## config.mk

```make
export PLATFORM = sky130hd
export DESIGN_NAME = rom_port_arbiter
export DESIGN_NICKNAME = d
export VERILOG_FILES = /design/src/rtl/rom_port_arbiter.sv
export SDC_FILE = /design/constraint.sdc
export NUM_CORES = 1
export LEC_CHECK = 0
export BUFFER_PORTS_ARGS = -buffer_cell sky130_fd_sc_hd__buf_2
export CAP_MARGIN = 10
export CORE_UTILIZATION = 40
export CTS_CLUSTER_DIAMETER = 150
export DETAILED_ROUTE_END_ITERATION = 10
export PLACE_DENSITY = 0.7
export SYNTH_ARGS = -nofsm -noshare
export SYNTH_HDL_FRONTEND = slang
export SYNTH_SLANG_ARGS = --single-unit
```

## constraint.sdc

```tcl
create_clock -name clk -period 1.8 [get_ports clk]
set_input_delay 0.18 -clock clk [delete_from_list [all_inputs] [get_ports clk]]
set_output_delay 0.18 -clock clk [all_outputs]
set_load 0.005 [all_outputs]
```

## src/rtl/rom_port_arbiter.sv

```systemverilog
// rom_port_arbiter
//
// Shares the single synchronous program-ROM port between three requesters:
// the HPS download stream (writes), the CPU fetch path (reads) and the
// debug/high-score reader (reads). One access runs at a time through a
// four-state machine (IDLE -> ISSUE -> [FETCH] -> ACK). Priority is
// download > CPU > debug. A starvation counter forces debug through after
// STARVE_MAX consecutive CPU grants while debug is waiting.
//
// Ports
//   clk, reset         system clock, synchronous active-high reset
//   dl_req/dl_a/dl_d   download write request, address, data
//   dl_ack             one-cycle write-complete pulse
//   cpu_req/cpu_a      CPU read request and address
//   cpu_dout/cpu_ack   registered CPU read data (held), one-cycle ack
//   dbg_req/dbg_a      debug read request and address
//   dbg_dout/dbg_ack   registered debug read data (held), one-cycle ack
//   rom_a/rom_din      registered ROM address and write data
//   rom_we             registered ROM write enable
//   rom_dout           ROM read data, valid the cycle after rom_a is sampled
//   busy               high whenever the machine is not in IDLE

module rom_port_arbiter #(
    parameter int AW         = 13,
    parameter int DW         = 8,
    parameter int STARVE_MAX = 4
) (
    input  logic          clk,
    input  logic          reset,

    input  logic          dl_req,
    input  logic [AW-1:0] dl_a,
    input  logic [DW-1:0] dl_d,
    output logic          dl_ack,

    input  logic          cpu_req,
    input  logic [AW-1:0] cpu_a,
    output logic [DW-1:0] cpu_dout,
    output logic          cpu_ack,

    input  logic          dbg_req,
    input  logic [AW-1:0] dbg_a,
    output logic [DW-1:0] dbg_dout,
    output logic          dbg_ack,

    output logic [AW-1:0] rom_a,
    output logic [DW-1:0] rom_din,
    output logic          rom_we,
    input  logic [DW-1:0] rom_dout,

    output logic          busy
);

    typedef enum logic [1:0] {
        IDLE  = 2'd0,
        ISSUE = 2'd1,
        FETCH = 2'd2,
        ACK   = 2'd3
    } state_t;

    typedef enum logic [1:0] {
        SEL_DL  = 2'd0,
        SEL_CPU = 2'd1,
        SEL_DBG = 2'd2
    } sel_t;

    localparam logic [3:0] STARVE_LIM = 4'(STARVE_MAX);

    state_t     state;
    sel_t       sel;         // requester owning the access in flight
    logic [3:0] starve_cnt;  // CPU grants taken while debug was waiting

    // Winner selection, evaluated every cycle but only acted on in IDLE.
    logic grant_any;
    sel_t grant_sel;

    always_comb begin
        grant_any = 1'b1;
        grant_sel = SEL_DL;
        if (dl_req) begin
            grant_sel = SEL_DL;
        end else if (dbg_req && (starve_cnt == STARVE_LIM)) begin
            // Debug has waited out STARVE_MAX CPU grants: let it jump the CPU.
            grant_sel = SEL_DBG;
        end else if (cpu_req) begin
            grant_sel = SEL_CPU;
        end else if (dbg_req) begin
            grant_sel = SEL_DBG;
        end else begin
            grant_any = 1'b0;
        end
    end

    always_ff @(posedge clk) begin
        if (reset) begin
            state      <= IDLE;
            sel        <= SEL_DL;
            starve_cnt <= '0;
            rom_a      <= '0;
            rom_din    <= '0;
            rom_we     <= 1'b0;
            cpu_dout   <= '0;
            dbg_dout   <= '0;
            dl_ack     <= 1'b0;
            cpu_ack    <= 1'b0;
            dbg_ack    <= 1'b0;
            busy       <= 1'b0;
        end else begin
            // Acks are single-cycle: only the transition into ACK raises one.
            dl_ack  <= 1'b0;
            cpu_ack <= 1'b0;
            dbg_ack <= 1'b0;

            case (state)
                IDLE: begin
                    if (grant_any) begin
                        state <= ISSUE;
                        busy  <= 1'b1;
                        sel   <= grant_sel;
                        case (grant_sel)
                            SEL_DL: begin
                                rom_a   <= dl_a;
                                rom_din <= dl_d;
                                rom_we  <= 1'b1;
                            end
                            SEL_CPU: rom_a <= cpu_a;
                            default: rom_a <= dbg_a;
                        endcase
                    end

                    // A download grant neither advances nor clears the count;
                    // otherwise an idle debug port always clears it.
                    if (grant_any && (grant_sel == SEL_DL)) begin
                        starve_cnt <= starve_cnt;
                    end else if (grant_any && (grant_sel == SEL_DBG)) begin
                        starve_cnt <= '0;
                    end else if (!dbg_req) begin
                        starve_cnt <= '0;
                    end else if (grant_any && (grant_sel == SEL_CPU) &&
                                 (starve_cnt != STARVE_LIM)) begin
                        starve_cnt <= starve_cnt + 4'd1;
                    end
                end

                ISSUE: begin
                    // The ROM sampled rom_a/rom_we at the edge ending this cycle.
                    rom_we <= 1'b0;
                    if (sel == SEL_DL) begin
                        state  <= ACK;
                        dl_ack <= 1'b1;
                    end else begin
                        state <= FETCH;
                    end
                end

                FETCH: begin
                    state <= ACK;
                    if (sel == SEL_CPU) begin
                        cpu_dout <= rom_dout;
                        cpu_ack  <= 1'b1;
                    end else begin
                        dbg_dout <= rom_dout;
                        dbg_ack  <= 1'b1;
                    end
                end

                default: begin
                    state <= IDLE;
                    busy  <= 1'b0;
                end
            endcase
        end
    end

endmodule

```

==> run summary, run 1 <==
vias in the first global route = 1892
Global Route Usage Sum = 17.1%
Synth Flop Type = dfxtp_1
critical path's top delay family = simple AND/OR/NAND/NOR gates
Critical Path AT = 1.89 ns
M2 GR Usage = 27.6%
Critical Path RT = 2.02 ns
FILL cells = 452
Final Non-Filler Cells = 410
number of clock sinks = 50
Async SR Flop Fraction = 0%
Synth Net Count = 301
GR peak layer = met2
clock buffer depth = 2
worst hold path class = in -> reg
pwr dens = 1150 nW/um2
Reg2Reg Depth = 6
worst-path cell chain = inv_1, ha_1, o31ai_2, and2b_1, nand2_1, o221ai_2
TritonCTS Buffers = 5
DIE WIDTH = 76.9 um
Max stage delay on crit path = 0.48 ns
Fin Setup TNS = 0 ns
Die H = 76.9 um
hold endpoint = rom_din[1]$_SDFFE_PP0P_
# diodes = 0
GRT overflow = 0
CP endpoint kind = flip-flop
r2r endpoint = rom_a[7]$_SDFFE_PP0P_
CP Buf/Inv Count = 1
Max Freq = 0.599 GHz
Synth cell types = 34
Port Buffers = 101
DR pass1 iterations = 4
Slew Viols, Final = 0
min Tclk post-route = 1.67 ns
sequential area share after synthesis = 44.6%
Setup Viol. Count Final = 0
clk root buf = clkbuf_8
YS warnings = 0
num rows = 26
initial antenna violation count = 0
global-route met1 utilization = 22.4%
Placed Instances = 401
Synth Register Bits = 50
Crit Path Max Fanout = 13
Max-cap violations = 0
post-DR wirelength/cell = 12.3 um
worst reg2reg setup slack = 0.13 ns
H-tree levels = 2
Worst slew margin = 69.4%
hold path depth = 3
Hold Violations, Final = 0
RSZ-0062 raised after global routing = false
RR Startpoint = state[0]$_SDFFE_PP0N_
global-route wire length before repair = 8250 um
via count = 1982
clk_lat worst skew = 0.30 ns
CTS tree = built
Die ar. = 5910 um2
Hold-fix buffers, CTS = 0
syn_area_per_cell = 9.55 um2
Initial DRC Count = 45
top-level port count = 102
Tcrit/Tclk final = 92.7%
met3 global-route usage = 5.12%
Cells after Synth = 235
Worst Skew = 0.00548 ns
Least-Margin Pin Slew = 0.456 ns
EDFF count, synth = 0
detailed-route wire length = 5050 um
worst min-delay path startpoint = dl_d[1]
Final #Nets = 405
Pleak = 1.56 nW
area grow syn2layout = 31.4%
synthesized cell area = 2240 um2
layout cells sized above 1 = 39.7%
Placer Congestion = 0.733
slowest CP cell = and2b_1
Setup Buffers After CTS = 0
Vias/cell = 4.83
initial core utilization = 42.8%
Worst IR Drop VDD = 0.721 mV
fin util = 56.3%
status = finished, final reports clean
Detailed Place HPWL = 3640 um
Worst-path clk slew = 0.09 ns
final antenna-violating net count = 0
Critical Setup Path Class = reg -> reg
CORE AREA = 5240 um2
pin count of the biggest net entering global routing = 24
CP Launch Type = flip-flop
# DRC = 0
## final cells by class
| class | instances | area [um2] | area share, % |
|---|---|---|---|
| inverters | 19 | 71.3 | 2.42 |
| repair buffers | 109 | 578 | 19.6 |
| clock buffers | 6 | 82.6 | 2.80 |
| multi-input cells | 154 | 1110 | 37.7 |
| flip-flops and latches | 50 | 1000 | 34.0 |
| well taps | 70 | 87.6 | 2.97 |
| clock inverters | 2 | 16.3 | 0.552 |
## Yosys cell counts, types with 2 or more instances
| master | count | area share [%] |
|---|---|---|
| dfxtp_1 | 50 | 45 |
| mux2i_1 | 31 | 14 |
| nand2_1 | 29 | 4.9 |
| nor2_1 | 29 | 4.9 |
| inv_1 | 19 | 3.2 |
| a21oi_1 | 10 | 2.2 |
| nand3_1 | 10 | 2.2 |
| o221ai_2 | 10 | 6.7 |
| ha_1 | 6 | 3.3 |
| buf_2 | 4 | 0.89 |
| a211oi_1 | 3 | 1.0 |
| buf_1 | 3 | 0.50 |
| buf_6 | 3 | 1.5 |
| clkbuf_1 | 3 | 0.50 |
| nor3_1 | 3 | 0.67 |
| o221ai_1 | 3 | 1.2 |
| and2b_1 | 2 | 0.67 |
## logic make-up (layout without fill, tap and decap cells)
group,Yosys count,in the layout,share of synthesized area (%)
compound gates,33,33,13.8
xor+xnor,2,2,0.781
fa+ha+maj,6,6,3.35
buf+inv,32,136,6.58
flops,50,50,44.6
mux,32,32,14.3
simple gates,80,81,16.5
## tightest hold or removal path: stages
cell,delay (ns)
buf_2,0.10
nand3_1,0.05
a21oi_1,0.05
## how the worst max path moves through the flow
stage                                          start                          to  slack (ns)  cells past startpoint
after CTS                      state[0]$_SDFFE_PP0N_       rom_a[7]$_SDFFE_PP0P_        0.12                      6
after floorplan                state[0]$_SDFFE_PP0N_      rom_a[11]$_SDFFE_PP0P_        0.26                      6
final                          state[0]$_SDFFE_PP0N_       rom_a[7]$_SDFFE_PP0P_        0.13                      6
after global routing           state[0]$_SDFFE_PP0N_       rom_a[2]$_SDFFE_PP0P_        0.01                      6
after global placement    starve_cnt[0]$_SDFFE_PP0P_      rom_a[10]$_SDFFE_PP0P_        0.18                      6
after detailed placement  starve_cnt[0]$_SDFFE_PP0P_  starve_cnt[3]$_SDFFE_PP0P_        0.17                      6
## stage by stage
step / setup slack, ns / instance area (um2) / hold WS, ns / total power (W)
floorplan: 0.257 / 2240 / 0.324 / 0.00227
global route: 0.0120 / 2950 / 0.102 / 0.00363
finish: 0.132 / 2950 / 0.118 / 0.00339
global placement: 0.183 / 2830 / 0.424 / 0.00268
CTS: 0.122 / 2930 / 0.108 / 0.00341
detailed placement: 0.166 / 2830 / 0.435 / 0.00271
## placed cells by master (no fill, tap or decap), types with 2 or more instances in the layout
| cell | Yosys | routed |
|---|---|---|
| buf_4 | 0 | 7 |
| dfxtp_1 | 50 | 50 |
| o221ai_1 | 3 | 3 |
| nor3_1 | 3 | 3 |
| nand3_1 | 10 | 10 |
| clkbuf_8 | 0 | 6 |
| mux2i_1 | 31 | 31 |
| and2b_1 | 2 | 2 |
| inv_1 | 19 | 19 |
| buf_2 | 4 | 101 |
| or3_4 | 1 | 2 |
| nor2_1 | 29 | 29 |
| nand2_1 | 29 | 29 |
| a211oi_1 | 3 | 2 |
| ha_1 | 6 | 6 |
| o221ai_2 | 10 | 10 |
| a21oi_1 | 10 | 10 |
## power by group
group          total (W)  switching (W)  internal, W  leakage [nW]
clock network   0.000698       0.000381     0.000317        0.0478
registers        0.00145       0.000124      0.00133         0.409
logic            0.00124       0.000647     0.000592          1.10
## flip-flops by register name (all words and copies together), names as in the netlist, 2 cells and up
register    count
cpu_dout        8
starve_cnt      4
state           2
rom_din         8
sel             2
rom_a          13
dbg_dout        8
## routing by layer
layer	up-vias	share of wire [%]
li1	1012	-
met1	892	46
met2	72	45
met3	6	7.8
met4	0	0.91
met5	-	0
## what timing repair did
action,4_1_cts,5_1_grt
hold endpoints to repair,0,0
setup endpoints to repair,0,2
gates resized for setup,0,2
(Power assumes the default switching activity.)
==> run 2: changes to the inputs <==
Settings changed: CTS_CLUSTER_SIZE from default to 16, PLACE_DENSITY 0.7 to 0.73.
Clock period 1.8 ns to 1.5 ns, I/O delays scaled along.
==> run 2 against run 1 <==
  * The run now ends with setup timing left
  * Core utilization grew 3.5 points
  * Sequential power rose by 19%
  * Worst setup slack lost 0.13 ns
  * Final cell count is 2.4% higher
  * Critical path depth rose by 1
  * Final area grew 6.3%
  * Maximum frequency up 11%
==> run summary, run 2 (same netlist as run 1, synthesis figures left out) <==
max FFs per register = 13 (unchanged)
largest reg by FF count = rom_a
Slew Viols, Final = 0 (unchanged)
RSZ-0062 raised after global routing = true
vias in the first global route = 1991 (+5.2%)
CORE AREA = 5240 um2 (unchanged)
Die ar. = 5910 um2 (unchanged)
pin count of the biggest net entering global routing = 21 (-13%)
GRT overflow = 0 (unchanged)
Initial DRC Count = 30 (-33%)
Max Freq = 0.665 GHz (+11%)
failing checks = setup timing
Worst-path clk slew = 0.09 ns (about the same)
initial core utilization = 42.8% (unchanged)
TritonCTS Buffers = 5 (unchanged)
fin worst setup slack = -0.00269 ns (-0.135 ns)
Global Route Usage Sum = 18.4% (+1.2 points)
clk_lat worst skew = 0.30 ns (about the same)
Final #Nets = 415 (+2.5%)
num rows = 26 (unchanged)
post-DR wirelength/cell = 12.6 um (+2.6%)
Placed Instances = 411 (+2.5%)
pwr dens = 1370 nW/um2 (+19%)
CTS tree = built
Worst Skew = 0.00538 ns (-0.0000915 ns)
H-tree levels = 2 (unchanged)
Hold-fix buffers, CTS = 0 (unchanged)
CP Launch Type = flip-flop
DR pass1 iterations = 4 (unchanged)
status = finished with violations
final antenna-violating net count = 0 (unchanged)
fin util = 59.8% (+3.5 points)
Die H = 76.9 um (unchanged)
Least-Margin Pin Slew = 0.468 ns (+0.0118 ns)
# DRC = 0 (unchanged)
area grow syn2layout = 39.7%
# diodes = 0 (unchanged)
Fin Setup TNS = -0.00269 ns (-0.00269 ns)
Tcrit/Tclk final = 100% (+7.5 points)
min Tclk post-route = 1.50 ns (-0.165 ns)
pre-CTS setup slack = -0.0631 ns (-0.229 ns)
Hold Violations, Final = 0 (unchanged)
Critical Setup Path Class = reg -> reg
Placer Congestion = 0.810 (+11%)
Worst IR Drop VDD = 0.846 mV (+17%)
Setup Viol. Count Final = 1 (+1)
via count = 2062 (+4.0%)
Final Non-Filler Cells = 420 (+2.4%)
Critical Path AT = 1.69 ns (-0.20 ns)
Worst slew margin = 68.6% (-0.79 points)
Crit Path Max Fanout = 13 (unchanged)
global-route wire length before repair = 8770 um (+6.3%)
initial antenna violation count = 0 (unchanged)
detailed-route wire length = 5310 um (+5.1%)
Setup Buffers After CTS = 0 (unchanged)
FILL cells = 461 (+2.0%)
Pleak = 1.62 nW (+4.4%)
worst hold path class = in -> reg
number of clock sinks = 50 (unchanged)
clk root buf = clkbuf_8
clock buffer depth = 2 (unchanged)
CP endpoint kind = flip-flop
hold_ws = 0.0891 ns (-0.0291 ns)
Critical Path RT = 1.69 ns (-0.33 ns)
Vias/cell = 4.91 (+1.6%)
layout cells sized above 1 = 45.7% (+6.0 points)
DIE WIDTH = 76.9 um (unchanged)
Max-cap violations = 0 (unchanged)
Port Buffers = 101 (unchanged)
most frequent cells in the layout = buf_2 (101), dfxtp_1 (48), nor2_1 (29), mux2i_1 (29), nand2_1 (29)
most common cell after layout, fill and taps aside = buf_2
top-level port count = 102 (unchanged)
Detailed Place HPWL = 3920 um (+7.5%)
==> run 2: cell types whose count changed in the layout (fill, tap and decap cells not counted), sizes merged <==
cell,previous run,this run
buf,109,119
clkinv,0,1
inv,20,19
==> run 2: final timing paths <==
path	startpoint	endpoint	slack, ns	cells past startpoint
setup / recovery	starve_cnt[0]$_SDFFE_PP0P_	rom_a[3]$_SDFFE_PP0P_	-0.003	7
hold reg to reg	rom_din[7]$_SDFFE_PP0P_	rom_din[7]$_SDFFE_PP0P_	0.46	2
hold / removal	dl_d[6]	rom_din[6]$_SDFFE_PP0P_	0.09	3
setup reg to reg	starve_cnt[0]$_SDFFE_PP0P_	rom_a[3]$_SDFFE_PP0P_	-0.003	7
==> run 2: per-layer routing <==
layer / vias to the layer above / routed length [um] / track usage, %
met3: 6 / 404 / 5.71
met1: 946 / 2270 / 20.6
met5: - / 0 / 0
li1: 1037 / - / -
met2: 73 / 2580 / 33.1
met4: 0 / 45 / 5.00
==> run 2: what timing repair did <==
action | CTS | global route
resized for setup | 8 | 9
cloned | 1 | 0
hold endpoints to repair | 0 | 0
pin swaps | 5 | 4
endpoints found under the setup margin | 14 | 16
==> run 2: critical path, cell delays in order, from the launching register on <==
cell and delay, ns:
dfxtp_2 0.33, inv_2 0.06, ha_4 0.14, nand3b_4 0.11
o21ai_4 0.18, buf_12 0.18, mux2i_2 0.25, o221ai_2 0.12
==> run 2: area by class of cell <==
type,count,area [um2],share of cell area [%]
multi-input cells,154,1180,37.8
flip-flops and latches,50,1000,32.0
repair buffers,119,691,22.0
well taps,70,87.6,2.80
clock buffers,6,82.6,2.64
inverters,19,71.3,2.28
clock inverters,2,12.5,0.399
==> run 2: where the power goes <==
part	internal [W]	switching (W)	leakage (nW)
combinational	0.000887	0.000860	1.17
clock	0.000371	0.000438	0.0472
sequential	0.00160	0.000134	0.409
==> run 2: through the flow <==
step / power [W] / instance area, um2
floorplan: 0.00278 / 2260
global placement: 0.00340 / 2970
detailed placement: 0.00344 / 2970
CTS: 0.00430 / 3100
global route: 0.00463 / 3130
finish: 0.00429 / 3130
